==> src/rtl/tx_segment_scheduler.sv <==
// tx_segment_scheduler: sequences a captured video frame as redundant segment transmissions,
// with inter-frame gap, busy-timeout retry, interleaved status frames and one-deep frame queuing.
module tx_segment_scheduler #(
  parameter int SEGMENTS_PER_FRAME = 720,
  parameter int GAP_CYCLES = 24,
  parameter int BUSY_TIMEOUT = 16
) (
  input  logic        clk125MHz,
  input  logic        rstb,
  input  logic        enable,
  input  logic        frame_sync,
  input  logic [2:0]  redundancy,
  input  logic        busy,
  input  logic        status_req,
  output logic        start_sending,
  output logic [15:0] segment_num,
  output logic [7:0]  txid,
  output logic [7:0]  aux,
  output logic        sel_status,
  output logic        status_ack,
  output logic        idle,
  output logic [7:0]  overrun_cnt
);
  typedef enum logic [2:0] {IDLE, LAUNCH, WAIT_BUSY, WAIT_DONE, GAP} state_t;
  state_t state, state_d;
  logic [7:0] cnt, cnt_d, txid_d, aux_d, ovr_d;
  logic [15:0] seg, seg_d, segn_d;
  logic [2:0] copy, copy_d, red, red_d;
  logic pend, pend_d, in_frame, in_frame_d, last_st, last_st_d, sel_d, ack_d, fs_taken;

  always_comb begin
    state_d = state;
    seg_d = seg;
    copy_d = copy;
    red_d = red;
    pend_d = pend;
    in_frame_d = in_frame;
    last_st_d = last_st;
    txid_d = txid;
    segn_d = segment_num;
    aux_d = aux;
    sel_d = sel_status;
    ack_d = 1'b0;
    ovr_d = overrun_cnt;
    fs_taken = 1'b0;
    case (state)
      IDLE:
        if ((frame_sync || pend) && enable) begin
          state_d = LAUNCH;
          red_d = redundancy == 3'd0 ? 3'd1 : redundancy;
          seg_d = 16'd0;
          copy_d = 3'd0;
          txid_d = txid + 8'd1;
          fs_taken = !pend;
          pend_d = 1'b0;
          in_frame_d = 1'b1;
          last_st_d = 1'b0;
          segn_d = 16'd0;
          aux_d = 8'd0;
          sel_d = 1'b0;
        end else if (status_req && !pend && !frame_sync) begin
          state_d = LAUNCH;
          sel_d = 1'b1;
          segn_d = '1;
          aux_d = '1;
          last_st_d = 1'b1;
        end
      LAUNCH: state_d = WAIT_BUSY;
      WAIT_BUSY:
        if (busy) state_d = WAIT_DONE;
        else if (cnt == 8'(BUSY_TIMEOUT - 1)) state_d = LAUNCH;
      WAIT_DONE:
        if (!busy) begin
          state_d = GAP;
          ack_d = sel_status;
          sel_d = 1'b0;
        end
      GAP:
        if (cnt == 8'(GAP_CYCLES - 1)) begin
          if (status_req && !last_st) begin
            state_d = LAUNCH;
            sel_d = 1'b1;
            segn_d = '1;
            aux_d = '1;
            last_st_d = 1'b1;
          end else if (!in_frame) state_d = IDLE;
          else if (copy < red - 3'd1 || seg < 16'(SEGMENTS_PER_FRAME - 1)) begin
            state_d = LAUNCH;
            last_st_d = 1'b0;
            copy_d = copy < red - 3'd1 ? copy + 3'd1 : 3'd0;
            seg_d = copy < red - 3'd1 ? seg : seg + 16'd1;
            segn_d = seg_d;
            aux_d = {5'd0, copy_d};
          end else begin
            state_d = IDLE;
            in_frame_d = 1'b0;
          end
        end
      default: state_d = IDLE;
    endcase
    // a frame_sync not consumed by a frame start queues one frame; beyond that it is dropped
    if (frame_sync && !fs_taken) begin
      if (pend_d) ovr_d = overrun_cnt == 8'hFF ? overrun_cnt : overrun_cnt + 8'd1;
      else pend_d = 1'b1;
    end
    cnt_d = state_d == state ? cnt + 8'd1 : 8'd0;
  end

  always_ff @(posedge clk125MHz or negedge rstb) begin
    if (!rstb) begin
      state <= IDLE;
      cnt <= 8'd0;
      seg <= 16'd0;
      copy <= 3'd0;
      red <= 3'd0;
      pend <= 1'b0;
      in_frame <= 1'b0;
      last_st <= 1'b0;
      start_sending <= 1'b0;
      segment_num <= 16'd0;
      txid <= 8'd0;
      aux <= 8'd0;
      sel_status <= 1'b0;
      status_ack <= 1'b0;
      idle <= 1'b1;
      overrun_cnt <= 8'd0;
    end else begin
      state <= state_d;
      cnt <= cnt_d;
      seg <= seg_d;
      copy <= copy_d;
      red <= red_d;
      pend <= pend_d;
      in_frame <= in_frame_d;
      last_st <= last_st_d;
      start_sending <= state == LAUNCH;
      segment_num <= segn_d;
      txid <= txid_d;
      aux <= aux_d;
      sel_status <= sel_d;
      status_ack <= ack_d;
      idle <= state_d == IDLE;
      overrun_cnt <= ovr_d;
    end
  end
endmodule

==> config.mk <==
export PLATFORM = sky130hd
export DESIGN_NAME = tx_segment_scheduler
export DESIGN_NICKNAME = d
export VERILOG_FILES = /design/src/rtl/tx_segment_scheduler.sv
export SDC_FILE = /design/constraint.sdc
export NUM_CORES = 1
export LEC_CHECK = 0
export CORE_ASPECT_RATIO = 1.5
export CORE_MARGIN = 1
export CORE_UTILIZATION = 46
export DETAILED_ROUTE_END_ITERATION = 10
export PLACE_DENSITY = 0.68
export SLEW_MARGIN = 20
export SYNTH_ARGS = -nofsm -noshare
export SYNTH_HDL_FRONTEND = slang
export SYNTH_SLANG_ARGS = --single-unit
==> constraint.sdc <==
create_clock -name clk125MHz -period 6.3 [get_ports clk125MHz]
set_input_delay 1.26 -clock clk125MHz [delete_from_list [all_inputs] [get_ports clk125MHz]]
set_output_delay 1.26 -clock clk125MHz [all_outputs]
set_load 0.05 [all_outputs]
==> metrics.txt, run 1 <==
# rows 40; Critical Path RT 6.56 ns; count of input and output buffers 52; final setup fails 0; antenna-violating nets left 0; Setup crit end kind flip-flop; Post-Syn Area 0.00389 mm2; initial antenna violation count 0; global-route wire length before repair 14900 um; Iteration-0 DRC Markers 301; clk sinks 75; Post-Syn Nets 392; crit path DAT 3.75 ns; DP Worst Slack 2.64 ns; overall die height 115 um; via count 3020; DIE WIDTH 77.1 um; fin util 58.4%; maximum vdd drop 0.304 mV; ys flop type dfrtp_1; Resized cells post-CTS 0; slowest CP cell nor3_2; total length of routed wires 8780 um; layout cell share with drive strength beyond 1 9.65%; CTS Buffer Depth 2; Lkg Pwr 2.01 nW; outcome completed; Hold Vio Cnt, Final 0; Avg Cell Area, Syn 10.4 um2; vias in the first global route 3006; Inst Count DP 514; dpl hpwl 5970 um; Seq cells post-synth 75; clock root cell clkbuf_16; clock latency on the worst-skew pair 0.34 ns; Post CTS Setup Buffer Count 0; Gate Count Post-Synth 375; Post-route DRC 0; dominant cells by area after synthesis dfrtp_1 48%, xor2_1 3.6%, nand2_1 3.3%; I/O pins 53; final worst path period need 3.49 ns; cts bufs inserted 9; Seq/Total Area, Yosys 48.3%; Max Cap Viol 0; Vias/cell 5.70; post-route worst setup slack 2.81 ns; hold crit path type reg2reg; Startpoint Class flip-flop; crit path kind reg2reg; Netlist cell types 62; worst slew pin tran 0.947 ns; Initial Util 47.9%; H-tree Lvls 3; CP cell instances inv_1 -> ha_1 -> xnor2_1 -> ha_1 -> a21oi_2 -> nand2_1 -> o2111a_1 -> nor3_2 -> buf_4 -> a2bb2oi_1; WL per Instance 16.6 um; area leader, netlist dfrtp_1; gr usage total 21.9%; ANT cells 0; Power Dens Cells 519 mW/mm2; GRT Residual Overflow 0; CORE AREA 0.00811 mm2; setup_tns 0 ns; Detailed Routing Iterations Pass 1 4; Slew HR 36.8%; max incr delay on CP 0.79 ns; Yosys warnings 0; ys async rst share 100%; layout net count 437; RSZ-0062 raised after global routing false; Total Die Area 0.00883 mm2; Layout area overhead 21.8%; Fin Clk Skew 0.00526 ns; largest net degree at the start of global routing 76; EDFF count, synth 0; period utilisation layout 55.4%; Critical Path Most Common Cell ha_1; gpl congestion 0.851; TritonCTS clock tree built; crit path max fanout 20; WHS 0.461 ns; clk slew on worst S/H paths 0.06 ns; f_max 286 MHz; Synth top area share 47.6%; hold buffer count at cts 0; max-slew violations 0; non-filler cells, final 530
==> cell usage in the layout, fill, tap and decap left out, types with 12 or more instances in the layout <==
cell type	instances
dfrtp_1	74
clkdlybuf4s50_1	51
nand2_1	34
nor2_1	30
o21ai_0	18
xor2_1	16
nor3_1	14
xnor2_1	13
nand3_1	12
a2bb2oi_1	12
==> synthesized netlist by cell type (all sizes together) (9+ instances only) <==
library cell	number
a2bb2oi	12
nor2	31
o21ai	19
dfrtp	74
nand2	34
a21oi	9
buf	13
nand3	12
xnor2	13
nor3	15
xor2	16
o31ai	10
inv	9
==> logic make-up after synthesis <==
| family | count (synthesis) | share of synthesized area (%) |
|---|---|---|
| AO/OA/AOI/OAI | 92 | 18.4 |
| XOR/XNOR | 29 | 6.54 |
| adder cells (fa/ha/maj) | 9 | 2.83 |
| buffers and inverters | 29 | 3.86 |
| flip-flops | 75 | 48.3 |
| multiplexers | 10 | 3.16 |
| AND/OR/NAND/NOR | 131 | 16.9 |
==> power by group <==
group | switching, mW | total (mW) | internal [mW]
clock | 0.196 | 0.511 | 0.315
combinational | 0.745 | 1.16 | 0.419
sequential | 0.150 | 0.783 | 0.633
total | 1.09 | 2.46 | 1.37
==> path summary, 6_finish.rpt <==
kind / from / to / slack (ns) / cells after the start
min in group asynchronous: rstb / state[2]$_DFF_PN0_ / 1.06 / 1
min reg2reg: txid[7]$_DFFE_PN0P_ / txid[7]$_DFFE_PN0P_ / 0.46 / 1
max: red[0]$_DFFE_PN0P_ / segment_num[14]$_DFFE_PN0P_ / 2.81 / 10
max in group asynchronous: rstb / seg[15]$_DFFE_PN0P_ / 4.62 / 1
min: txid[7]$_DFFE_PN0P_ / txid[7]$_DFFE_PN0P_ / 0.46 / 1
max reg2reg: red[0]$_DFFE_PN0P_ / segment_num[14]$_DFFE_PN0P_ / 2.81 / 10
==> layer usage <==
metal  wire [um]  vias to the layer above  GRT usage [%]
met5           0                        -              0
met4         194                        0           12.2
met3         297                       12           2.55
met2        4590                       63           38.6
met1        3700                     1483           26.0
li1            -                     1462              -
==> worst max-delay path: cells and delay by family (launching register included) <==
kind | cells | cell delay (ns)
XOR/XNOR | 1 | 0.17
adder cells (fa/ha/maj) | 2 | 0.50
buffers and inverters | 2 | 0.38
AND/OR/NAND/NOR | 2 | 1.03
flip-flops | 1 | 0.39
AO/OA/AOI/OAI | 3 | 0.93
==> registers in the layout (all words and copies together), names as in the netlist <==
register,count
state,3
aux,4
status_ack,1
overrun_cnt,8
seg,16
segment_num,16
cnt,8
red,3
start_sending,1
idle,1
copy,3
txid,8
pend,1
in_frame,1
sel_status,1
==> layout make-up <==
type                    instances  area, um2
clock inverters                 5       52.6
well taps                     105        131
repair buffers                 54        533
inverters                       9       33.8
multi-input cells             271       1860
clock buffers                  11        243
fillers                       731       3370
flip-flops and latches         75       1880
==> per-stage QoR <==
step / total power, mW / instance area (um2)
floorplan: 1.61 / 3890
global placement: 1.94 / 4440
detailed placement: 1.96 / 4440
CTS: 2.48 / 4730
global route: 2.59 / 4730
finish: 2.46 / 4730
Power figures use the tool's default switching activity.
==> run 2: changes to the inputs <==
--- a/config.mk
+++ b/config.mk
@@ -9,7 +9,7 @@
 export CORE_MARGIN = 1
 export CORE_UTILIZATION = 46
 export DETAILED_ROUTE_END_ITERATION = 10
-export PLACE_DENSITY = 0.68
+export PLACE_DENSITY = 0.7
 export SLEW_MARGIN = 20
 export SYNTH_ARGS = -nofsm -noshare
 export SYNTH_HDL_FRONTEND = slang
==> constraint.sdc (replaced) <==
create_clock -name clk125MHz -period 3.1 [get_ports clk125MHz]
set_input_delay 0.62 -clock clk125MHz [delete_from_list [all_inputs] [get_ports clk125MHz]]
set_output_delay 0.62 -clock clk125MHz [all_outputs]
set_load 0.05 [all_outputs]
==> metrics.txt, run 2 (synthesis gave the netlist of run 1 again) <==
crit path DAT 2.97 ns; clock root cell clkbuf_16; Overall Power 5.18 mW; layout cell share with drive strength beyond 1 11.1%; Hold Vio Cnt, Final 0; Detailed Routing Iterations Pass 1 4; # rows 40; hold crit path type in2async; max incr delay on CP 0.58 ns; H-tree Lvls 3; maximum vdd drop 0.626 mV; Lkg Pwr 2.06 nW; I/O pins 53; Post-route DRC 0; P_int 2.96 mW; gpl congestion 0.847; DIE WIDTH 77.1 um; vias in the first global route 3078; clk slew on worst S/H paths 0.06 ns; Post CTS Setup Buffer Count 0; Final Cell Area 0.00483 mm2; Vias/cell 5.67; Max Cap Viol 0; CP cell instances inv_1 -> ha_1 -> xnor2_1 -> ha_1 -> a21oi_2 -> nand2_1 -> o2111a_1 -> or4_4 -> o31ai_1; ANT cells 0; via count 3046; outcome completed; worst slew pin tran 0.933 ns; critical path buffer and inverter count 1; Comb power frac 46.8%; CTS Buffer Depth 2; crit path kind reg2reg; Setup crit end kind flip-flop; antenna-violating nets left 0; Inst Count DP 521; largest net degree at the start of global routing 76; Slew HR 37.8%; most frequent cells in the layout 74 x dfrtp_1, 51 x clkdlybuf4s50_1, 34 x nand2_1; Power Dens Cells 1070 mW/mm2; period utilisation layout 88.1%; Regs by FF count seg x16, segment_num x16; clk sinks 75; Layout area overhead 24.4%; RSZ-0062 raised after global routing false; GRT Residual Overflow 0; switching part of the total 42.9%; Resized cells post-CTS 0; placed cell area 0.00449 mm2; dpl hpwl 6060 um; hold buffer count at cts 0; count of input and output buffers 52; slowest CP cell or4_4; Total Die Area 0.00883 mm2; Startpoint Class flip-flop; Reg power frac 30.2%; overall die height 115 um; commonest non-fill, non-tap cell in the layout dfrtp_1; final setup fails 0; CP top delay family compound AO/OA/AOI/OAI gates; gr usage total 22.0%; TritonCTS clock tree built; global-route wire length before repair 14900 um; setup_tns 0 ns; Critical Path RT 3.34 ns; Clock Power Share 22.9%; Fin Clk Skew 0.00516 ns; Critical Path Most Common Cell ha_1; max-slew violations 0; initial antenna violation count 0; non-filler cells, final 537; Initial Util 47.9%; clock latency on the worst-skew pair 0.34 ns; CORE AREA 0.00811 mm2; crit path max fanout 9; f_max 366 MHz; final worst path period need 2.73 ns; WL per Instance 16.1 um; Sw Pwr 2.22 mW; layout net count 444; Iteration-0 DRC Markers 174; total length of routed wires 8660 um; cts bufs inserted 9
[run 2: changes by cell type in the layout (fill, tap and decap cells not counted)]
cell        change
clkinv_2        -3
clkinv_4        +1
clkinvlp_4      +1
clkbuf_8        -1
buf_4           +7
bufinv_16       +2
[run 2: routing by layer]
| metal | vias to the layer above | part of all wire, % | track usage (%) |
|---|---|---|---|
| met5 | - | 0 | 0 |
| met4 | 0 | 4.6 | 13.2 |
| met3 | 29 | 4.4 | 6.45 |
| met2 | 78 | 50 | 36.5 |
| met1 | 1470 | 41 | 25.1 |
| li1 | 1469 | - | - |
[run 2: path summary, 6_finish.rpt]
| path | from | end | slack (ns) | cells past startpoint |
|---|---|---|---|---|
| setup reg to reg | red[0]$_DFFE_PN0P_ | seg[8]$_DFFE_PN0P_ | 0.37 | 9 |
| max in group asynchronous | rstb | seg[6]$_DFFE_PN0P_ | 2.08 | 1 |
| setup / recovery | red[0]$_DFFE_PN0P_ | seg[8]$_DFFE_PN0P_ | 0.37 | 9 |
| hold reg to reg | txid[7]$_DFFE_PN0P_ | txid[7]$_DFFE_PN0P_ | 0.47 | 1 |
| hold / removal | rstb | segment_num[4]$_DFFE_PN0P_ | 0.43 | 1 |
| min in group clk125MHz | txid[7]$_DFFE_PN0P_ | txid[7]$_DFFE_PN0P_ | 0.47 | 1 |
[run 2: power by group through the flow]
stage | sequential [mW] | combinational [mW] | clock (mW)
after floorplan | 2.24 | 1.03 | 0
after global placement | 1.57 | 2.40 | 0
after detailed placement | 1.58 | 2.43 | 0
after CTS | 1.57 | 2.44 | 1.21
after global routing | 1.61 | 2.59 | 1.25
final | 1.56 | 2.43 | 1.19
[run 2: per-stage QoR]
stage          hold slack, ns  worst slack (ns)  util (%)
3_3_place_gp            0.457             0.415      55.4
3_5_place_dp            0.461             0.363      55.4
2_1_floorplan           0.324             0.552         -
4_1_cts                 0.468             0.388      59.6
6_report                0.428             0.369      59.6
5_1_grt                 0.496             0.214      59.6
[run 2: layout make-up]
cell class                 instances  area (um2)
inverter                           9        33.8
timing repair buffer              61         586
tap                              105         131
multi-input combinational        271        1860
clock inverter                     6         114
clock buffer                      10         229
sequential                        75        1880
fill                             719        3270
==> patch 1, RTL diff (settings of run 2) <==
Reset style: synchronous (`rstb`), changed in one clocked block.
--- a/src/rtl/tx_segment_scheduler.sv
+++ b/src/rtl/tx_segment_scheduler.sv
@@ -106,7 +106,7 @@
     cnt_d = state_d == state ? cnt + 8'd1 : 8'd0;
   end
 
-  always_ff @(posedge clk125MHz or negedge rstb) begin
+  always_ff @(posedge clk125MHz) begin
     if (!rstb) begin
       state <= IDLE;
       cnt <= 8'd0;
Function: differs if rstb is asserted again (counterexample within 4 cycles, from zero or initial values and one cycle with rstb low); with rstb held inactive, the same outputs for 4 cycles.
==> patch 1 against run 2 <==
Global-route usage fell by 0.83 points; synthesized area rose by 1.1%; clock skew rose by 0.0015 ns; sequential cell count did not move; critical endpoint is now seg[8]; wire length rose by 3.4%; worst setup slack improved by 0.018 ns; cell area fell by 1.9%; highest routed layer unchanged; sequential share of layout area fell by 7.2 points.
Power is not compared: it rests on default switching activity, and its combinational part moved more than twofold at a synthesized area within 25%.
==> patch 1: results (changes against run 2) <==
outcome finished, final reports clean; pre-CTS setup slack 0.326 ns (-0.0370 ns); Fillers 735 (+2.2%); total number of yosys warnings 0 (unchanged); clk_lat worst skew 0.33 ns; CP peak stage delay 0.40 ns (-0.18 ns); Unique masters post-synth 60 (-3.2%); Synth Area in Compound Gates 21.4% (+3.0 points); sequential area share after synthesis 38.2% (-10 points); detailed-route wire length 8.95 mm (+3.4%); Synth Area in XOR/XNOR 4.46% (-2.1 points); Root Driver clkbuf_16; met2 usage 36.8% (+0.27 points); first-pass GRT wire length 14.9 mm (about the same); Synth Area in Adders 2.55% (-0.29 points); Worst Skew 0.00664 ns (+0.00148 ns); via count 3456 (+13%); post-CTS setup repair buffer count 0 (unchanged); count of buffers from port buffering 52 (unchanged); top cells by count, synth dfxtp_1, nand2_1, nor2_1; crit-path max FO 13 (+4); initial antenna violation count 0 (unchanged); critical path's top delay family compound AO/OA/AOI/OAI gates; grt met1 use 24.2% (-0.86 points); H-tree depth 3 (unchanged); via count of the first global-routing pass 3186 (+3.5%); P_leak about 1.8 nW; Rel. slew slack 46.3% (+8.5 points); clk buf depth 2 (unchanged); syn_nets 468 (+19%); post-CTS sizing 0 (unchanged); Final Wtd Congestion 0.847 (unchanged); mux cell area share after synthesis 5.99% (+2.8 points); largest cells by area after synthesis dfxtp_1, mux2i_1, o221a_2; drt pass-1 iters 5 (+1); Worst path slowest cell a221oi_1; clk slew on worst S/H paths 0.05 ns; # diodes 0 (unchanged); grt met3 use 4.60% (-1.9 points); largest net degree at the start of global routing 60 (-21%); FFs w/ async S/R, synth 0% (-100 points); critical path arrival 2.93 ns (-0.04 ns); dpl hpwl 6.27 mm (+3.4%); placed inst area 4490 µm² (about the same); share of layout cells above drive strength 1 10.5% (-0.58 points); first-iteration detailed-routing DRC count 146 (-16%); Peak VDD IR 0.335 mV; hold crit path type reg2reg; Nets 509 (+15%); gr usage total 21.2% (-0.83 points)
patch 1: worst paths after layout:
check | from | cells after the start | slack (ns) | endpoint
worst max-delay path | red[0] | 10 | 0.39 | seg[8]
worst min-delay path | cnt[0] | 1 | 0.44 | cnt[0]
worst max register to register | red[0] | 10 | 0.39 | seg[8]
worst min register to register | cnt[0] | 1 | 0.44 | cnt[0]
patch 1: power by group through the flow:
stage | registers, mW | logic (mW) | clock network [mW]
5_1_grt | 1.07 | 0.587 | 0.967
3_5_place_dp | 1.09 | 0.555 | 0
4_1_cts | 1.07 | 0.556 | 0.935
2_1_floorplan | 1.23 | 0.262 | 0
3_3_place_gp | 1.09 | 0.549 | 0
6_report | 1.07 | 0.553 | 0.907
patch 1: final cells by class:
type,count,area (µm²),area share (%)
clock buffer,13,250,5.28
inverter,8,30.0,0.633
multi-input combinational,334,2220,46.9
sequential,75,1500,31.7
tap,105,131,2.77
timing repair buffer,64,606,12.8
patch 1: cells by family after synthesis:
kind of cell    Yosys count
simple gates            173
compound gates          110
flops                    75
buf+inv                  42
mux                      23
xor+xnor                 20
fa+ha+maj                 8
patch 1: metrics by stage:
stage	util, %	std cells
after detailed placement	55.0	586
final	58.1	599
after floorplan	-	451
after CTS	58.1	599
after global placement	55.0	586
after global routing	58.1	599
patch 1: layer usage:
metal  wire (µm)  up-vias
li1            -     1746
met1        3780     1613
met2        4570       81
met3         370       16
met4         222        0
met5           0        -
patch 1: worst reg2reg max path, cell delays in order (launching register included):
cell      delay, ns
dfxtp_1        0.36
inv_1          0.05
ha_1           0.20
xnor2_1        0.13
ha_1           0.33
o211a_1        0.24
nor2_1         0.10
a221oi_1       0.40
a211o_1        0.21
buf_4          0.22
mux2_1         0.35
==> patch 2, RTL diff (settings of run 2) <==
Made on the original files. Change the parameter `GAP_CYCLES` from 24 to 12.
--- a/src/rtl/tx_segment_scheduler.sv
+++ b/src/rtl/tx_segment_scheduler.sv
@@ -2,7 +2,7 @@
 // with inter-frame gap, busy-timeout retry, interleaved status frames and one-deep frame queuing.
 module tx_segment_scheduler #(
   parameter int SEGMENTS_PER_FRAME = 720,
-  parameter int GAP_CYCLES = 24,
+  parameter int GAP_CYCLES = 12,
   parameter int BUSY_TIMEOUT = 16
 ) (
   input  logic        clk125MHz,
Formal check against the unedited RTL: no difference found for any inputs over 4 cycles, from zero or initial values and one cycle with rstb low; that may be too few to reach the edited logic, so the function may still have changed.
==> patch 2 against run 2 <==
Global-route usage decreased by 1.4 points; largest cell class unchanged; worst setup slack better by 0.039 ns; critical path depth is the same; cell count is 0.19% lower; largest power group unchanged; cell area decreased by 3.5%; total power shrank 2.3%; synthesized area is 1.4% lower; critical endpoint is now seg[2]; sequential cell count did not move; count of clock-buffer cells in the layout is 1 higher; synthesized cell count rose by 1.6%; wire length fell by 5.2%.
==> patch 2: results (changes against run 2) <==
Nets 443 (-0.23%); FFs w/ async S/R, synth 100% (unchanged); # diodes 0 (unchanged); syn_nets 398 (+1.5%); Worst path slowest cell o211ai_4; Final Wtd Congestion 0.859 (+1.3%); Most used DFF post-synth dfrtp_1; gr usage total 20.6% (-1.4 points); Fillers 715 (-0.56%); first-iteration detailed-routing DRC count 135 (-22%); detailed-route wire length 8.21 mm (-5.2%); share of layout cells above drive strength 1 9.28% (-1.8 points); sequential area share after synthesis 49.0% (+0.71 points); CP peak stage delay 0.63 ns (+0.05 ns); Worst Skew 0.00683 ns (+0.00167 ns); dpl hpwl 5.86 mm (-3.4%); crit-path max FO 23 (+14); P_leak 1.97 nW (-4.1%); post-CTS sizing 0 (unchanged); post-CTS setup repair buffer count 0 (unchanged); total number of yosys warnings 0 (unchanged); hold crit path type in2async; switching power 2.30 mW (+3.5%); largest cells by area after synthesis dfrtp_1, xnor2_1, nand2_1; top cells by count, synth dfrtp_1, nand2_1, nor2_1; initial antenna violation count 0 (unchanged); Peak VDD IR 0.686 mV (+9.7%); H-tree depth 3 (unchanged); Rel. slew slack 37.6% (-0.15 points); largest net degree at the start of global routing 76 (unchanged); first-pass GRT wire length 13.8 mm (-7.4%); Num CTS Buffers 9 (unchanged); clk_lat worst skew approximately 0.33 ns; count of buffers from port buffering 52 (unchanged); outcome finished, final reports clean; drt pass-1 iters 4 (unchanged); Unique masters post-synth 51 (-18%); critical path arrival 2.91 ns (-0.06 ns); via count 2853 (-6.3%); via count of the first global-routing pass 2846 (-7.5%)
-- patch 2: area by class of cell --
cell class	count	area (µm²)	area share [%]
Clock buffer	11	243	5.21
Clock inverter	5	52.6	1.13
Inverter	7	26.3	0.563
Multi-Input combinational cell	278	1790	38.4
Sequential cell	75	1880	40.3
Tap cell	105	131	2.82
Timing Repair Buffer	55	541	11.6
-- patch 2: power groups by stage --
stage,Sequential [mW],Clock [mW],Combinational (mW)
final,1.53,1.03,2.50
after global routing,1.58,1.09,2.68
after floorplan,2.19,0,1.20
after global placement,1.55,0,2.47
after detailed placement,1.55,0,2.51
after CTS,1.54,1.05,2.52
-- patch 2: kinds of logic after synthesis --
group,after synthesis,share of synthesized area [%]
and+or+nand+nor,138,18.3
AOI/OAI and AO/OA,87,15.2
DFF,75,49.0
xor gates and xnor gates,37,8.46
buffers and inverters,28,4.18
adders and majority gates,9,2.87
muxes,7,2.03
-- patch 2: worst paths after layout --
| check | start | end | slack [ns] | depth (start not counted) |
|---|---|---|---|---|
| worst max-delay path | red[0] | seg[2] | 0.41 | 9 |
| min in group clk125MHz | cnt[0] | cnt[0] | 0.46 | 1 |
| worst min-delay path | rstb | overrun_cnt[4] | 0.43 | 1 |
| worst min register to register | cnt[0] | cnt[0] | 0.46 | 1 |
| worst max register to register | red[0] | seg[2] | 0.41 | 9 |
| max in group asynchronous | rstb | aux[2] | 2.07 | 1 |
-- patch 2: worst max-delay path, delay by kind of cell (launching register included) --
kind                       cells  cell delay [ns]
and+or+nand+nor                1             0.18
buffers and inverters          1             0.06
DFF                            1             0.35
AOI/OAI and AO/OA              3             0.94
adders and majority gates      2             0.49
xor gates and xnor gates       1             0.13
muxes                          1             0.41
-- patch 2: through the flow --
step / area [µm²] / utilization, % / hold slack [ns] / cells / setup slack, ns
finish: 4660 / 57.9 / 0.435 / 536 / 0.408
global route: 4660 / 57.9 / 0.473 / 536 / 0.211
CTS: 4660 / 57.9 / 0.462 / 536 / 0.408
detailed placement: 4370 / 54.2 / 0.455 / 520 / 0.431
global placement: 4370 / 54.2 / 0.448 / 520 / 0.520
floorplan: 3830 / - / 0.324 / 381 / 0.895
-- patch 2: layer usage --
layer,vias to the layer above,part of all wire [%],GRT usage [%]
li1,1423,-,-
met1,1377,43,25.1
met2,41,51,34.4
met3,12,3.1,4.96
met4,0,2.4,9.87
met5,-,0,0
